## src/rtl/cfu_multi_pkg.sv

```systemverilog
// Shared types and constants for the multi-function CFU (cfu_multi_unit).
package cfu_multi_pkg;

  localparam int CFU_XLEN = 32;
  localparam int CFU_ID_W = 4;

  localparam logic [2:0] CFU_STATUS_OK      = 3'd0;
  localparam logic [2:0] CFU_STATUS_ILLEGAL = 3'd1;

  typedef enum logic [2:0] {
    CFU_FUNC_XNOR   = 3'd0,
    CFU_FUNC_XOR    = 3'd1,
    CFU_FUNC_AND    = 3'd2,
    CFU_FUNC_OR     = 3'd3,
    CFU_FUNC_POPCNT = 3'd4,
    CFU_FUNC_MINU   = 3'd5,
    CFU_FUNC_MAXU   = 3'd6,
    CFU_FUNC_SATADD = 3'd7
  } cfu_func_t;

  typedef struct packed {
    logic [CFU_ID_W-1:0] id;
    logic [CFU_XLEN-1:0] data;
    logic [2:0]          status;
  } cfu_resp_t;

  localparam cfu_resp_t CFU_RESP_ZERO = '{
    id:     {CFU_ID_W{1'b0}},
    data:   {CFU_XLEN{1'b0}},
    status: CFU_STATUS_OK
  };

endpackage

```

## src/rtl/cfu_resp_fifo.sv

```systemverilog
// First-word-fall-through response FIFO; head is forced to zero while empty.
module cfu_resp_fifo
  import cfu_multi_pkg::*;
#(
  parameter int DEPTH = 4
) (
  input  logic                   clk,
  input  logic                   rst,
  input  logic                   push,
  input  cfu_resp_t              push_data,
  input  logic                   pop,
  output cfu_resp_t              head,
  output logic                   head_valid,
  output logic [$clog2(DEPTH):0] count
);

  localparam int AW = $clog2(DEPTH);

  cfu_resp_t     mem_r [DEPTH];
  logic [AW-1:0] wr_ptr_r;
  logic [AW-1:0] rd_ptr_r;
  logic [AW:0]   count_r;
  logic          empty_s;
  logic          full_s;
  logic          do_push_s;
  logic          do_pop_s;

  assign empty_s   = (count_r == {(AW+1){1'b0}});
  assign full_s    = (count_r == (AW+1)'(DEPTH));
  assign do_pop_s  = pop & ~empty_s;
  // A push into a full FIFO is only legal when the head leaves in the same cycle.
  assign do_push_s = push & (~full_s | do_pop_s);

  // Entry storage.
  always_ff @(posedge clk) begin
    if (do_push_s) begin
      mem_r[wr_ptr_r] <= push_data;
    end
  end

  // Pointer and occupancy bookkeeping.
  always_ff @(posedge clk) begin
    if (rst) begin
      wr_ptr_r <= {AW{1'b0}};
      rd_ptr_r <= {AW{1'b0}};
      count_r  <= {(AW+1){1'b0}};
    end else begin
      if (do_push_s) begin
        wr_ptr_r <= wr_ptr_r + AW'(1);
      end
      if (do_pop_s) begin
        rd_ptr_r <= rd_ptr_r + AW'(1);
      end
      case ({do_push_s, do_pop_s})
        2'b10:   count_r <= count_r + (AW+1)'(1);
        2'b01:   count_r <= count_r - (AW+1)'(1);
        default: count_r <= count_r;
      endcase
    end
  end

  assign head       = empty_s ? CFU_RESP_ZERO : mem_r[rd_ptr_r];
  assign head_valid = ~empty_s;
  assign count      = count_r;

endmodule

```

## src/rtl/cfu_multi_unit.sv

```systemverilog
// Multi-function CFU: fixed-latency datapath, credit-gated requests, FWFT response FIFO.
// Define CFU_MULTI_SAT_ADD_EN to make func 7 an unsigned saturating add (otherwise illegal).
module cfu_multi_unit
  import cfu_multi_pkg::*;
#(
  parameter int XLEN    = 32,
  parameter int ID_W    = 4,
  parameter int LATENCY = 2,
  parameter int DEPTH   = 4
) (
  input  logic            clk,
  input  logic            rst,
  input  logic            req_valid,
  output logic            req_ready,
  input  logic [ID_W-1:0] req_id,
  input  logic [2:0]      req_func,
  input  logic [XLEN-1:0] req_data0,
  input  logic [XLEN-1:0] req_data1,
  output logic            resp_valid,
  input  logic            resp_ready,
  output logic [ID_W-1:0] resp_id,
  output logic [XLEN-1:0] resp_data,
  output logic [2:0]      resp_status
);

  localparam int CW = $clog2(DEPTH) + 1;

  logic [CW-1:0]   credits_r;
  logic [CW-1:0]   credits_next_s;
  logic            req_ready_r;
  logic            accept_s;
  logic            pop_s;
  logic            push_s;
  logic            head_valid_s;
  logic [CW-1:0]   fifo_count_unused_s;
  logic [XLEN-1:0] op_and_s;
  cfu_resp_t       result_s;
  cfu_resp_t       push_data_s;
  cfu_resp_t       head_s;

  function automatic logic [XLEN-1:0] popcnt(input logic [XLEN-1:0] v);
    logic [XLEN-1:0] n;
    n = {XLEN{1'b0}};
    for (int i = 0; i < XLEN; i++) begin
      n = n + XLEN'(v[i]);
    end
    return n;
  endfunction

  assign accept_s = req_valid & req_ready_r;
  assign pop_s    = head_valid_s & resp_ready;
  assign op_and_s = req_data0 & req_data1;

`ifdef CFU_MULTI_SAT_ADD_EN
  logic [XLEN:0]   sum_s;
  logic [XLEN-1:0] sat_sum_s;
  assign sum_s     = {1'b0, req_data0} + {1'b0, req_data1};
  assign sat_sum_s = sum_s[XLEN] ? {XLEN{1'b1}} : sum_s[XLEN-1:0];
`endif

  // Function datapath on the request operands.
  always_comb begin
    result_s        = CFU_RESP_ZERO;
    result_s.id     = CFU_ID_W'(req_id);
    result_s.status = CFU_STATUS_OK;
    case (cfu_func_t'(req_func))
      CFU_FUNC_XNOR:   result_s.data = CFU_XLEN'(~(req_data0 ^ req_data1));
      CFU_FUNC_XOR:    result_s.data = CFU_XLEN'(req_data0 ^ req_data1);
      CFU_FUNC_AND:    result_s.data = CFU_XLEN'(op_and_s);
      CFU_FUNC_OR:     result_s.data = CFU_XLEN'(req_data0 | req_data1);
      CFU_FUNC_POPCNT: result_s.data = CFU_XLEN'(popcnt(op_and_s));
      CFU_FUNC_MINU:   result_s.data = CFU_XLEN'((req_data0 < req_data1) ? req_data0 : req_data1);
      CFU_FUNC_MAXU:   result_s.data = CFU_XLEN'((req_data0 > req_data1) ? req_data0 : req_data1);
`ifdef CFU_MULTI_SAT_ADD_EN
      CFU_FUNC_SATADD: result_s.data = CFU_XLEN'(sat_sum_s);
`endif
      default: begin
        result_s.data   = {CFU_XLEN{1'b0}};
        result_s.status = CFU_STATUS_ILLEGAL;
      end
    endcase
  end

  generate
    if (LATENCY == 1) begin : g_direct
      assign push_s      = accept_s;
      assign push_data_s = result_s;
    end else begin : g_stages
      logic [LATENCY-2:0] stage_valid_r;
      cfu_resp_t          stage_data_r [LATENCY-1];

      // Non-stalling shift pipeline between accept and FIFO write.
      always_ff @(posedge clk) begin
        if (rst) begin
          stage_valid_r <= {(LATENCY-1){1'b0}};
          for (int i = 0; i < LATENCY-1; i++) begin
            stage_data_r[i] <= CFU_RESP_ZERO;
          end
        end else begin
          stage_valid_r[0] <= accept_s;
          stage_data_r[0]  <= result_s;
          for (int i = 1; i < LATENCY-1; i++) begin
            stage_valid_r[i] <= stage_valid_r[i-1];
            stage_data_r[i]  <= stage_data_r[i-1];
          end
        end
      end

      assign push_s      = stage_valid_r[LATENCY-2];
      assign push_data_s = stage_data_r[LATENCY-2];
    end
  endgenerate

  // Credits count free FIFO slots not yet claimed by in-flight requests.
  always_comb begin
    credits_next_s = credits_r;
    if (accept_s && !pop_s) begin
      credits_next_s = credits_r - CW'(1);
    end else if (pop_s && !accept_s) begin
      credits_next_s = credits_r + CW'(1);
    end else begin
      credits_next_s = credits_r;
    end
  end

  // Credit counter and registered ready, so resp_ready never reaches req_ready combinationally.
  always_ff @(posedge clk) begin
    if (rst) begin
      credits_r   <= CW'(DEPTH);
      req_ready_r <= 1'b1;
    end else begin
      credits_r   <= credits_next_s;
      req_ready_r <= (credits_next_s != {CW{1'b0}});
    end
  end

  cfu_resp_fifo #(
    .DEPTH (DEPTH)
  ) u_resp_fifo (
    .clk        (clk),
    .rst        (rst),
    .push       (push_s),
    .push_data  (push_data_s),
    .pop        (pop_s),
    .head       (head_s),
    .head_valid (head_valid_s),
    .count      (fifo_count_unused_s)
  );

  assign req_ready   = req_ready_r;
  assign resp_valid  = head_valid_s;
  assign resp_id     = ID_W'(head_s.id);
  assign resp_data   = XLEN'(head_s.data);
  assign resp_status = head_s.status;

endmodule

```

## config.mk

```make
export PLATFORM = sky130hd
export DESIGN_NAME = cfu_multi_unit
export DESIGN_NICKNAME = d
export VERILOG_FILES = /design/src/rtl/cfu_multi_pkg.sv /design/src/rtl/cfu_resp_fifo.sv /design/src/rtl/cfu_multi_unit.sv
export SDC_FILE = /design/constraint.sdc
export NUM_CORES = 1
export LEC_CHECK = 0
export ABC_AREA = 1
export CELL_PAD_IN_SITES_DETAIL_PLACEMENT = 1
export CELL_PAD_IN_SITES_GLOBAL_PLACEMENT = 2
export CORE_UTILIZATION = 36
export DETAILED_ROUTE_END_ITERATION = 8
export PLACE_DENSITY_LB_ADDON = 0.3
export SYNTH_ARGS = -nofsm -noshare
export SYNTH_HDL_FRONTEND = slang
export SYNTH_HIERARCHICAL = 1
export SYNTH_SLANG_ARGS = --single-unit
```

## constraint.sdc

```tcl
create_clock -name clk -period 5.71 [get_ports clk]
set_clock_uncertainty 0.05 [all_clocks]
set_input_delay 0.571 -clock clk [delete_from_list [all_inputs] [get_ports clk]]
set_output_delay 0.571 -clock clk [all_outputs]
set_load 0.02 [all_outputs]
```

**After elaboration in Yosys (flattened, before gate mapping)**

Memories as Yosys holds them, arrays and structs flattened. A register that Yosys moved wholly into a read port is not among the register bits.
Index checks and enable logic that the tools add are counted.

- Equal/unequal tests: 9
- Add/subtract/negate cells: 37
- Multiplexer cells: 17
- Order comparisons: 2
- Reductions and logical operators: 10
- Bitwise logic cells: 11

Operator list:

| kind | count |
|---|---|
| $pmux W32 S7 | 1 |
| $mux W32 | 2 |
| $mux W39 | 1 |
| $mux W37 | 1 |
| $reduce_or A37 Y1 | 1 |
| $add A31 B1 Y32 | 1 |
| $and A32 B32 Y32 | 1 |
| $gt A32 B32 Y1 | 1 |
| $lt A32 B32 Y1 | 1 |
| $not A32 Y32 | 1 |
| $or A32 B32 Y32 | 1 |
| $xor A32 B32 Y32 | 1 |
| $add A30 B1 Y31 | 1 |
| $add A29 B1 Y30 | 1 |
| $add A28 B1 Y29 | 1 |
| $add A27 B1 Y28 | 1 |
| $add A26 B1 Y27 | 1 |
| $add A25 B1 Y26 | 1 |
| $add A24 B1 Y25 | 1 |
| $add A23 B1 Y24 | 1 |
| $add A22 B1 Y23 | 1 |
| $add A21 B1 Y22 | 1 |
| $add A20 B1 Y21 | 1 |
| $add A19 B1 Y20 | 1 |
| other kinds (39) | 61 |

- Memories kept: 2
- Word-level logic and storage cells: 94
- Bits of input ports: 75
- Memory bits (writable): 193
- Output and inout bits: 41
- Flip-flop bits (word level): 12

Memory list:

| name | depth | width | rd ports | clocked after memory_dff | write ports | line | RTL |
|---|---|---|---|---|---|---|---|
| u_resp_fifo.mem_r | 4 | 39 | 1 | 1 | 1 | cfu_resp_fifo.sv:19 | `cfu_resp_t mem_r [DEPTH];` |
| g_stages.stage_data_r | 1 | 37 | 1 | 0 | 1 | cfu_multi_unit.sv:90 | `cfu_resp_t stage_data_r [LATENCY-1];` |

**Logic depth before layout (Yosys ltp)**

Gate-level depths: netlist of run 1.

- Word-level depth: 34
- Gate-level depth with buffers: 23
- Gate-level depth less buffers: 23

**By module**

The synthesis of run 1 kept the hierarchy.

Modules (own cells, without submodules):

| module | area each (µm²) | sequential area each (µm²) | cells an instance | instances |
|---|---|---|---|---|
| cfu_resp_fifo | 6540.0 | 4864.7 | 533 | 1 |
| cfu_multi_unit | 5873.1 | 840.8 | 887 | 1 |

**Least setup slack after synthesis of run 1**

Ideal clock, no wire load.

- Path kind: input to register
- From: input req_data0[3]
- To: memory g_stages.stage_data_r[0][3] (netlist bit)
- Required time: 5532 ps
- Arrival: 5101 ps
- Path buffers: 0
- Setup time: 128 ps
- Cell stages on the path: 19
- Setup slack: 432 ps
- Path through: ha_1 > fa_1 > inv_1 > fa_1 > fa_1 > fa_1 > fa_1 > fa_1 > inv_1 > ha_1 > inv_1 > fa_1 > inv_1 > nand2_1 > nor3b_1 > a2111oi_0 > nand2_1 > nor2_1 > nor2_1

- Longest elaborated chain between the ends: 32
- Elaborated cells between the ends (all ways): 36
- Those cells by class: 29 x add/sub; 2 x order compare; 4 x mux; 1 x bitwise

RTL lines:

| element | line | RTL |
|---|---|---|
| start, declared | cfu_multi_unit.sv:17 | `input logic [XLEN-1:0] req_data0,` |
| $and A32 B32 Y32 | cfu_multi_unit.sv:52 | `assign op_and_s = req_data0 & req_data1;` |
| $add A3 B1 Y4 | cfu_multi_unit.sv:45 | `n = n + XLEN'(v[i]);` |
| $add A4 B1 Y5 | cfu_multi_unit.sv:45 |  |
| $add A5 B1 Y6 | cfu_multi_unit.sv:45 |  |
| $add A6 B1 Y7 | cfu_multi_unit.sv:45 |  |
| $add A7 B1 Y8 | cfu_multi_unit.sv:45 |  |
| $add A8 B1 Y9 | cfu_multi_unit.sv:45 |  |
| $add A9 B1 Y10 | cfu_multi_unit.sv:45 |  |
| (+16 left out) | n/a |  |
| $add A26 B1 Y27 | cfu_multi_unit.sv:45 |  |
| $add A27 B1 Y28 | cfu_multi_unit.sv:45 |  |
| $add A28 B1 Y29 | cfu_multi_unit.sv:45 |  |
| $add A29 B1 Y30 | cfu_multi_unit.sv:45 |  |
| $add A30 B1 Y31 | cfu_multi_unit.sv:45 |  |
| $add A31 B1 Y32 | cfu_multi_unit.sv:45 |  |
| $pmux W32 S7 * | cfu_multi_unit.sv:66 | `case (cfu_func_t'(req_func))` |
| $mux W37 (no line) * | n/a |  |
| end, declared | cfu_multi_unit.sv:90 |  |

Every way passes the cells marked *; elsewhere a longest branch is shown, timed or not.

**Worst setup path in the final report of run 1**

- From: input req_data1[17]
- To: memory g_stages.stage_data_r[0][5] (netlist bit)

- Longest elaborated chain between the ends: 18
- Elaborated cells between the ends (all ways): 22
- Those cells by class: 15 x add/sub; 2 x order compare; 4 x mux; 1 x bitwise

RTL lines:

| element | line | RTL |
|---|---|---|
| start, declared | cfu_multi_unit.sv:18 | `input logic [XLEN-1:0] req_data1,` |
| $and A32 B32 Y32 | cfu_multi_unit.sv:52 |  |
| $add A17 B1 Y18 | cfu_multi_unit.sv:45 |  |
| $add A18 B1 Y19 | cfu_multi_unit.sv:45 |  |
| $add A19 B1 Y20 | cfu_multi_unit.sv:45 |  |
| $add A20 B1 Y21 | cfu_multi_unit.sv:45 |  |
| $add A21 B1 Y22 | cfu_multi_unit.sv:45 |  |
| $add A22 B1 Y23 | cfu_multi_unit.sv:45 |  |
| $add A23 B1 Y24 | cfu_multi_unit.sv:45 |  |
| (+2 left out) | n/a |  |
| $add A26 B1 Y27 | cfu_multi_unit.sv:45 |  |
| $add A27 B1 Y28 | cfu_multi_unit.sv:45 |  |
| $add A28 B1 Y29 | cfu_multi_unit.sv:45 |  |
| $add A29 B1 Y30 | cfu_multi_unit.sv:45 |  |
| $add A30 B1 Y31 | cfu_multi_unit.sv:45 |  |
| $add A31 B1 Y32 | cfu_multi_unit.sv:45 |  |
| $pmux W32 S7 * | cfu_multi_unit.sv:66 |  |
| $mux W37 (no line) * | n/a |  |

Marked as above.

==> out/results.ini, run 1 <==
[finish]
drive_above_1_share_pct=7.57
n_antenna_cell=0
final_common_cell=nor2_1
layout.nets=1755
syn_to_final_growth_pct=19.8
final_cell_mix=nor2_1, inv_1, edfxtp_1, nand2_1, a21oi_1
design_area_sq_mm=0.0149

[detailed_routing]
drt-total-wl_microns=37200
postRouteAntennaNets=0
dr_total_vias=10100
wl_per_cell_microns=18.5
drcViolationCount=0
drt_iter0_drc=454
vias_per_cell=5.04
dr.pass1.iters=5

[global_routing]
grt_pass1_vias=10700
track_usage_pct=21.2
antenna_found_initial=0
grt_max_degree=79
grt.overflow.total=0
grt_pass1_wl_microns=58700

[critical_path]
rr_startpoint=u_resp_fifo/count[1]
critPathMaxFanout=2
crit_path_end_kind=register
worstSetupStartpoint=req_data1[17]
cp-start-kind=primary input
cp.required_ns=6.00
critPathArrivalTime_ns=5.78
worstSetupPathType=in2reg

[timing]
relSlewSlack_pct=22.1
hold_viol_final=0
slew_violations=0
worst_slew_pin_slew_ns=1.17
fin_crit_ns=5.49
worst_slack_ns=0.224
hold_slack_ns=0.423
setup_violations=0
min_period_over_period_pct=96.1
clock.fmax_ghz=0.182

[synthesis]
syn-cell-area_sq_mm=0.0124
avgSynthCellArea_sq_um=8.74
yosysTopAreaCellShare_pct=37.7
ys.flop_type=edfxtp_1
syn_inst=1420
ys_seq_elements=207
synth_largest_area_cell=edfxtp_1
synth_warnings=6
async_reset_ff_share_pct=0
ys_seq_area_share_pct=46.0
synth-edff-count=156
synth_cell_type_count=47
ys_top_cells_by_area=edfxtp_1, ha_1, nor2_1

[floorplan]
die_width_microns=188
initial_core_util_pct=36.8
core_area_sq_mm=0.0337
io_pins=116
design.die.area_sq_mm=0.0352
die_h_microns=188
fp-row-count=67

[clock_network]
post_cts_buffers=0
cts_max_level=1
cts_tree=done
clock_latency_ns=0.49
clock_path_buffers=3
numCtsBuffers=20
clock_sinks=207
cts_root_buf=clkbuf_16
cts.clk_slew.worst_paths_ns=0.06

[worst_hold_path]
min_from=g_stages.stage_data_r[0][15]
hold_class=reg2reg

[power_and_ir_drop]
ir_worst_vdd_uv=231
leakage_uw=0.00629
pwr_density_cell_mw_per_mm2=307
power_uw=4570

[placed_design]
dp_slack_ns=-0.361
place.gp.congestion=0.813
placed_area_sq_mm=0.0142
placement.io_buffers=115
dp_hpwl_microns=24800

[outcome]
outcome=complete, no violations

[job]
drv_cap=0

==> cell families after synthesis <==
kind of cell	Yosys count	synth area share, %
AOI/OAI and AO/OA	272	12.0
xor gates and xnor gates	2	0.141
adders and majority gates	135	15.1
buffers and inverters	248	8.37
DFF	207	46.0
other	1	0.0302
and+or+nand+nor	555	18.4
==> routing by layer <==
layer  vias to the layer above  track usage (%)  part of all wire [%]
met1                      4925             27.4                    45
met4                         0             4.16                   1.4
met2                       208             38.7                    50
li1                       4942                -                     -
met5                         -                0                     0
met3                        37             1.63                   3.7
==> power by group <==
group          switching, uW  internal (uW)  leakage, uW
sequential              65.5           1730      0.00187
combinational            931            624      0.00413
clock                    533            684     0.000301
total                   1530           3040      0.00629
==> state kept, by name, summed over array words and instances (netlist names), named ones only <==
register                cells
credits_r                   3
req_ready                   1
g_stages.stage_valid_r      1
u_resp_fifo/mem_r         156
u_resp_fifo/rd_ptr_r        2
u_resp_fifo/count           3
g_stages.stage_data_r      37
u_resp_fifo/wr_ptr_r        2
==> final timing paths <==
| kind | end | depth (start not counted) | slack [ns] |
|---|---|---|---|
| worst max-delay path | g_stages.stage_data_r[0][5] | 23 | 0.22 |
| worst min-delay path | u_resp_fifo/mem_r[1][17] | 0 | 0.42 |
| worst max register to register | u_resp_fifo/mem_r[0][32] | 9 | 2.88 |
| worst min register to register | u_resp_fifo/mem_r[1][17] | 0 | 0.42 |
==> cell type report <==
type / instances / area [sq um]
fillers: 3967 / 18800
multi-input cells: 972 / 5780
flip-flops and latches: 207 / 5710
repair buffers: 168 / 1560
inverters: 176 / 663
well taps: 448 / 561
clock buffers: 24 / 547
clock inverters: 11 / 58.8
==> Yosys cell counts, types with 3 or more instances <==
cell,count
clkbuf_2,3
a21oi_1,121
inv_1,173
o21ai_1,16
fa_1,25
buf_6,7
a221o_1,3
edfxtp_1,156
ha_1,110
nand2_2,3
nand3_1,105
buf_2,21
buf_1,5
a221oi_1,10
o2111ai_1,4
clkbuf_1,30
buf_4,6
nor3_1,4
nor2_2,3
nor2_1,282
nand2_1,149
o21ai_0,89
dfxtp_1,51
o22ai_1,17
==> worst max-delay path, cell delays in order <==
cell             delay, ns
clkdlybuf4s50_1       0.49
ha_1                  0.20
inv_1                 0.11
fa_1                  0.47
fa_1                  0.51
fa_1                  0.58
fa_1                  0.44
fa_1                  0.51
fa_1                  0.42
inv_1                 0.08
ha_2                  0.18
inv_1                 0.06
fa_2                  0.34
inv_2                 0.06
nand2_1               0.05
nand2_1               0.07
a21oi_2               0.06
xor2_1                0.14
nor2_1                0.06
a211oi_1              0.16
nand2_1               0.07
nor2_1                0.09
nor2_1                0.05
==> repair_timing <==
action | CTS | global route
hold buffers | 0 | 0
setup endpoints to repair | 0 | 4
gates resized for setup | 0 | 18
==> stage by stage <==
step           util [%]  setup TNS [ns]  std cells
2_1_floorplan         -               0       1427
6_report           44.1               0       2006
3_3_place_gp       42.2           -1.18       1971
5_1_grt            44.1        -0.00402       2006
3_5_place_dp       42.2           -1.49       1971
4_1_cts            44.0               0       2006
Note: power is estimated with default switching activity, not from simulation.
==> run 2: changes to the inputs <==
CORE_UTILIZATION = 40   (was 36)
DONT_BUFFER_PORTS = 1   (was default)
==> run 2 against run 1 <==
Against the previous run:
- hold slack worse by 0.33 ns
- first-iteration DRC count is 9.5% lower
- global-route usage is 2.1 points higher
- wire length is 2.3% lower
- sequential power hardly changed
- non-clock buffer count is 149 lower
- register-to-register slack hardly changed
- total power is 1.5% lower
- sequential cell count stayed put
- via count is 5.7% lower
- final cell count is 9.8% lower
- setup slack better by 0.42 ns
==> out/results.ini, run 2 (synthesis results as in run 1) <==
[outcome]
outcome=complete, no violations

[power_and_ir_drop]
pwr_density_cell_mw_per_mm2=333
leakage_uw=0.00572
power_uw=4500
ir_worst_vdd_uv=194

[placed_design]
dp_hpwl_microns=24100
place.gp.congestion=0.854
placement.io_buffers=0
dp_slack_ns=0.135

[finish]
reg_top3=u_resp_fifo/mem_r: 156 flops, g_stages.stage_data_r: 37 flops
fillers=3578
layout.nets=1608
ff_latch_area_sq_mm=0.00571
largest_reg_flops=156
multiInputGateArea_sq_mm=0.00574
syn_to_final_growth_pct=8.70
final_cell_mix=nor2_1, inv_1, edfxtp_1, nand2_1, a21oi_1
final_common_cell=nor2_1
drive_above_1_share_pct=5.31
n_antenna_cell=0
largest-register=u_resp_fifo/mem_r

[critical_path]
crit_top_cell=fa_1
critPathArrivalTime_ns=5.41
cp.required_ns=6.06
crit_buf_inv=4
rr_startpoint=u_resp_fifo/count[1]
r2r_cells=9
crit_path_end_kind=register
path_cells=ha_1, fa_1, inv_1, fa_1, fa_1, fa_1, fa_1, fa_1, inv_1, ha_1, inv_1, fa_1, inv_1, nand2_1, nor3b_1, a2111oi_0, nand2_1, nor2_1, nor2_1
critPathMaxFanout=3
critPathMaxStageDelay_ns=0.61
cp-start-kind=primary input
worstSetupPathType=in2reg
r2r_setup_slack_ns=2.89
crit_family=adder cells
crit_path_top_delay_cell=fa_1
reg2reg_to=u_resp_fifo/mem_r[1][14]

[timing]
fin_crit_ns=5.06
relSlewSlack_pct=39.7
setup_violations=0
min_period_over_period_pct=88.7
clock.fmax_ghz=0.198
setup_tns_ns=0
worst_slew_pin_slew_ns=0.903
hold_viol_final=0
slew_violations=0
worst_slack_ns=0.647
rsz0062_at_grt=false

[worst_hold_path]
min_to=g_stages.stage_data_r[0][21]
min_from=rst
min_delay_path_depth=1
hold_class=in2reg

[detailed_routing]
dr.pass1.iters=4
wl_per_cell_microns=20.1
dr_total_vias=9539
postRouteAntennaNets=0
drcViolationCount=0
vias_per_cell=5.27
drt_iter0_drc=411
drt-total-wl_microns=36300

[clock_network]
cts.clk_slew.worst_paths_ns=0.06
cts_max_level=1
cts_tree=done
numCtsBuffers=22
hold_buffers=0
post_cts_buffers=0
cts_resized=0
cts_root_buf=clkbuf_16
clock_path_buffers=3
clock_sinks=207
clock_latency_ns=0.51

[global_routing]
grt_pass1_vias=9827
antenna_found_initial=1
track_usage_pct=23.3
grt_pass1_wl_microns=55800
grt.overflow.total=0
grt_max_degree=79

[floorplan]
die_width_microns=178
initial_core_util_pct=40.6
fp-row-count=64
design.die.area_sq_mm=0.0317
io_pins=116
core_area_sq_mm=0.0306
die_h_microns=178

[job]
drv_cap=0

-- run 2: changes by cell type in the layout (fill, tap and decap cells not counted), moves of 2 or more --
cell	change
fa_2	-2
clkbuf_1	+2
buf_4	-34
ha_1	+6
clkdlybuf4s50_1	-109
clkbuf_8	+4
fa_1	+2
clkinv_2	-3
clkbuf_16	+3
clkinv_1	-2
ha_2	-6
dlymetal6s2s_1	-5
-- run 2: report_power, final --
part	internal [uW]	total, uW	switching [uW]
Sequential	1730	1780	53.3
Clock	873	1440	570
Combinational	396	1270	875
-- run 2: worst reg2reg max path, delay by kind of cell, from the launching register on --
family	cells	cell delay, ns
buf+inv	2	0.63
simple gates	7	1.42
flops	1	0.35
-- run 2: layout make-up --
class | count | share of cell area [%]
inverters | 176 | 4.91
multi-input cells | 972 | 42.5
flip-flops and latches | 207 | 42.3
clock buffers | 33 | 5.07
repair buffers | 19 | 1.06
clock inverters | 6 | 0.445
well taps | 396 | 3.67
-- run 2: stage by stage --
stage	hold slack, ns	std cells	utilization [%]	area [sq um]
3_5_place_dp	0.407	1770	41.7	12700
2_1_floorplan	0.388	1427	-	12400
4_1_cts	0.0786	1809	44.1	13500
3_3_place_gp	0.395	1770	41.7	12700
6_report	0.0931	1809	44.1	13500
5_1_grt	0.0796	1809	44.1	13500
-- run 2: worst max-delay path by stage --
stage / start / cells after the start / endpoint / slack (ns)
after CTS: req_data0[9] / 19 / g_stages.stage_data_r[0][3] / 0.67
after floorplan: req_data0[3] / 19 / g_stages.stage_data_r[0][3] / 0.43
after detailed placement: req_data0[9] / 19 / g_stages.stage_data_r[0][3] / 0.13
after global routing: req_data0[9] / 19 / g_stages.stage_data_r[0][3] / 0.45
after global placement: req_data0[9] / 19 / g_stages.stage_data_r[0][3] / 0.22
final: req_data0[9] / 19 / g_stages.stage_data_r[0][3] / 0.65
-- run 2: routing by layer --
metal	vias up	GRT usage (%)	wire [microns]
li1	4636	-	-
met2	188	40.0	17300
met3	57	4.31	1770
met4	2	7.05	1030
met1	4656	29.8	16200
met5	-	0	13
==> run 3: changes to the inputs <==
ABC_CLOCK_PERIOD_IN_PS = 5710   (was default)
HOLD_SLACK_MARGIN = 0.15   (was default)
==> run 3 against run 2 <==
Against the previous run:
- die area stayed put
- register-to-register slack hardly changed
- first-iteration DRC count increased by 7.8%
- sequential cell count unchanged
- clock-buffer cell count stayed put
- critical path depth is the same
- final cell count is 0.33% higher
- total power up 0.23%
- wire length up 0.69%
- maximum frequency fell by 0.34%
==> out/results.ini, run 3 (synthesis results as in run 1) <==
[outcome]
outcome=complete, no violations

[finish]
syn_to_final_growth_pct=9.32
final_common_cell=nor2_1
multiInputGateArea_sq_mm=0.00574
postLayoutCoreUtil_pct=44.4
largest_reg_flops=156
ff_latch_area_sq_mm=0.00571
largest-register=u_resp_fifo/mem_r
fillers=3575
drive_above_1_share_pct=5.36
reg_top3=u_resp_fifo/mem_r: 156 flops, g_stages.stage_data_r: 37 flops
layout.nets=1614
final_cell_mix=nor2_1, inv_1, edfxtp_1, nand2_1, a21oi_1
n_antenna_cell=0

[clock_network]
cts_resized=0
cts_max_level=1
cts_tree=done
numCtsBuffers=22
clock_path_buffers=3
cts.clk_slew.worst_paths_ns=0.06
cts_root_buf=clkbuf_16
post_cts_buffers=0
clock_latency_ns=0.51
clock_sinks=207

[detailed_routing]
dr_total_vias=9593
drt-total-wl_microns=36600
drcViolationCount=0
postRouteAntennaNets=0
dr.pass1.iters=4
wl_per_cell_microns=20.1
drt_iter0_drc=443
vias_per_cell=5.29

[timing]
setup_tns_ns=0
min_period_over_period_pct=89.0
slew_violations=0
setup_violations=0
relSlewSlack_pct=40.1
hold_viol_final=0
worst_slew_pin_slew_ns=0.897
rsz0062_at_grt=false
clock.fmax_ghz=0.197
fin_crit_ns=5.08

[placed_design]
place.gp.congestion=0.854
placement.io_buffers=0
dp_hpwl_microns=24100

[power_and_ir_drop]
switchingPower_uw=1500
power_frac_clock_pct=32.0
p_int_uw=3000
p_comb_share_pct=28.4
pwr_density_cell_mw_per_mm2=332
power_uw=4510
ir_worst_vdd_uv=194
leakage_uw=0.00576
switching_share_pct=33.4
p_seq_share_pct=39.6

[job]
drv_cap=0

[floorplan]
core_area_sq_mm=0.0306
initial_core_util_pct=40.6
die_h_microns=178
fp-row-count=64
design.die.area_sq_mm=0.0317
io_pins=116
die_width_microns=178

[critical_path]
worstSetupPathType=in2reg
critPathMaxFanout=3
crit_path_end_kind=register
critPathMaxStageDelay_ns=0.61
crit_family=adder cells
crit_top_cell=fa_1
crit_path_top_delay_cell=fa_1
cp.required_ns=6.04
critPathArrivalTime_ns=5.42
crit_buf_inv=4
path_cells=ha_1, fa_1, inv_1, fa_1, fa_1, fa_1, fa_1, fa_1, inv_1, ha_1, inv_1, fa_1, inv_1, nand2_1, nor3b_1, a2111oi_0, nand2_1, nor2_1, nor2_1
cp-start-kind=primary input

[global_routing]
track_usage_pct=23.6
grt.overflow.total=0
grt_pass1_vias=9883
antenna_found_initial=1
grt_pass1_wl_microns=56300
grt_max_degree=79

[worst_hold_path]
hold_class=in2reg

run 3: cell count changes in the layout (fill, tap and decap cells not counted):
cell and delta:
dlygate4sd3_1 +5, buf_16 +1
run 3: layer usage:
layer,vias to the layer above,track usage (%),share of wire (%)
met3,61,4.54,5.3
met1,4675,29.9,44
met5,-,0,0.044
li1,4650,-,-
met4,2,7.41,2.8
met2,205,40.2,48
run 3: worst paths after layout:
kind,start,end,slack [ns],cells after the start
setup / recovery,req_data0[9],g_stages.stage_data_r[0][3],0.63,19
hold / removal,req_func[1],g_stages.stage_data_r[0][0],0.18,2
setup reg to reg,u_resp_fifo/count[1],u_resp_fifo/mem_r[1][14],2.89,9
hold reg to reg,g_stages.stage_data_r[0][22],u_resp_fifo/mem_r[0][24],0.42,0
run 3: power groups by stage:
stage | clock network [uW] | registers, uW | logic (uW)
final | 1440 | 1780 | 1280
after global routing | 1530 | 1790 | 1450
after CTS | 1470 | 1780 | 1300
after detailed placement | 0 | 1820 | 1270
after global placement | 0 | 1810 | 1240
after floorplan | 0 | 1800 | 963
run 3: stage by stage:
step           hold WS [ns]  cells  setup WS [ns]  area, sq um
2_1_floorplan         0.388   1427          0.432        12400
5_1_grt               0.195   1815          0.437        13600
6_report              0.182   1815          0.630        13600
3_3_place_gp          0.395   1770          0.221        12700
4_1_cts               0.157   1815          0.657        13600
3_5_place_dp          0.407   1770          0.135        12700
run 3: timing repair:
action / CTS / global route
endpoints found under the setup margin: 0 / 0
hold buffers: 6 / 0
endpoints found under the hold margin: 42 / 0
run 3: layout make-up:
| type | count | share of cell area [%] |
|---|---|---|
| Tap cell | 396 | 3.65 |
| Inverter | 176 | 4.89 |
| Sequential cell | 207 | 42.1 |
| Clock buffer | 33 | 5.04 |
| Clock inverter | 6 | 0.443 |
| Timing Repair Buffer | 25 | 1.62 |
| Multi-Input combinational cell | 972 | 42.3 |
run 3: worst register-to-register path, stage by stage, from the launching register on:
cell and delay [ns]:
dfxtp_1 0.34, nor2_1 0.08, nand2_2 0.19, nand2_1 0.08, inv_1 0.17, nor2_1 0.08
nand2_1 0.14, nand2_1 0.28, nor2_4 0.59, buf_4 0.47
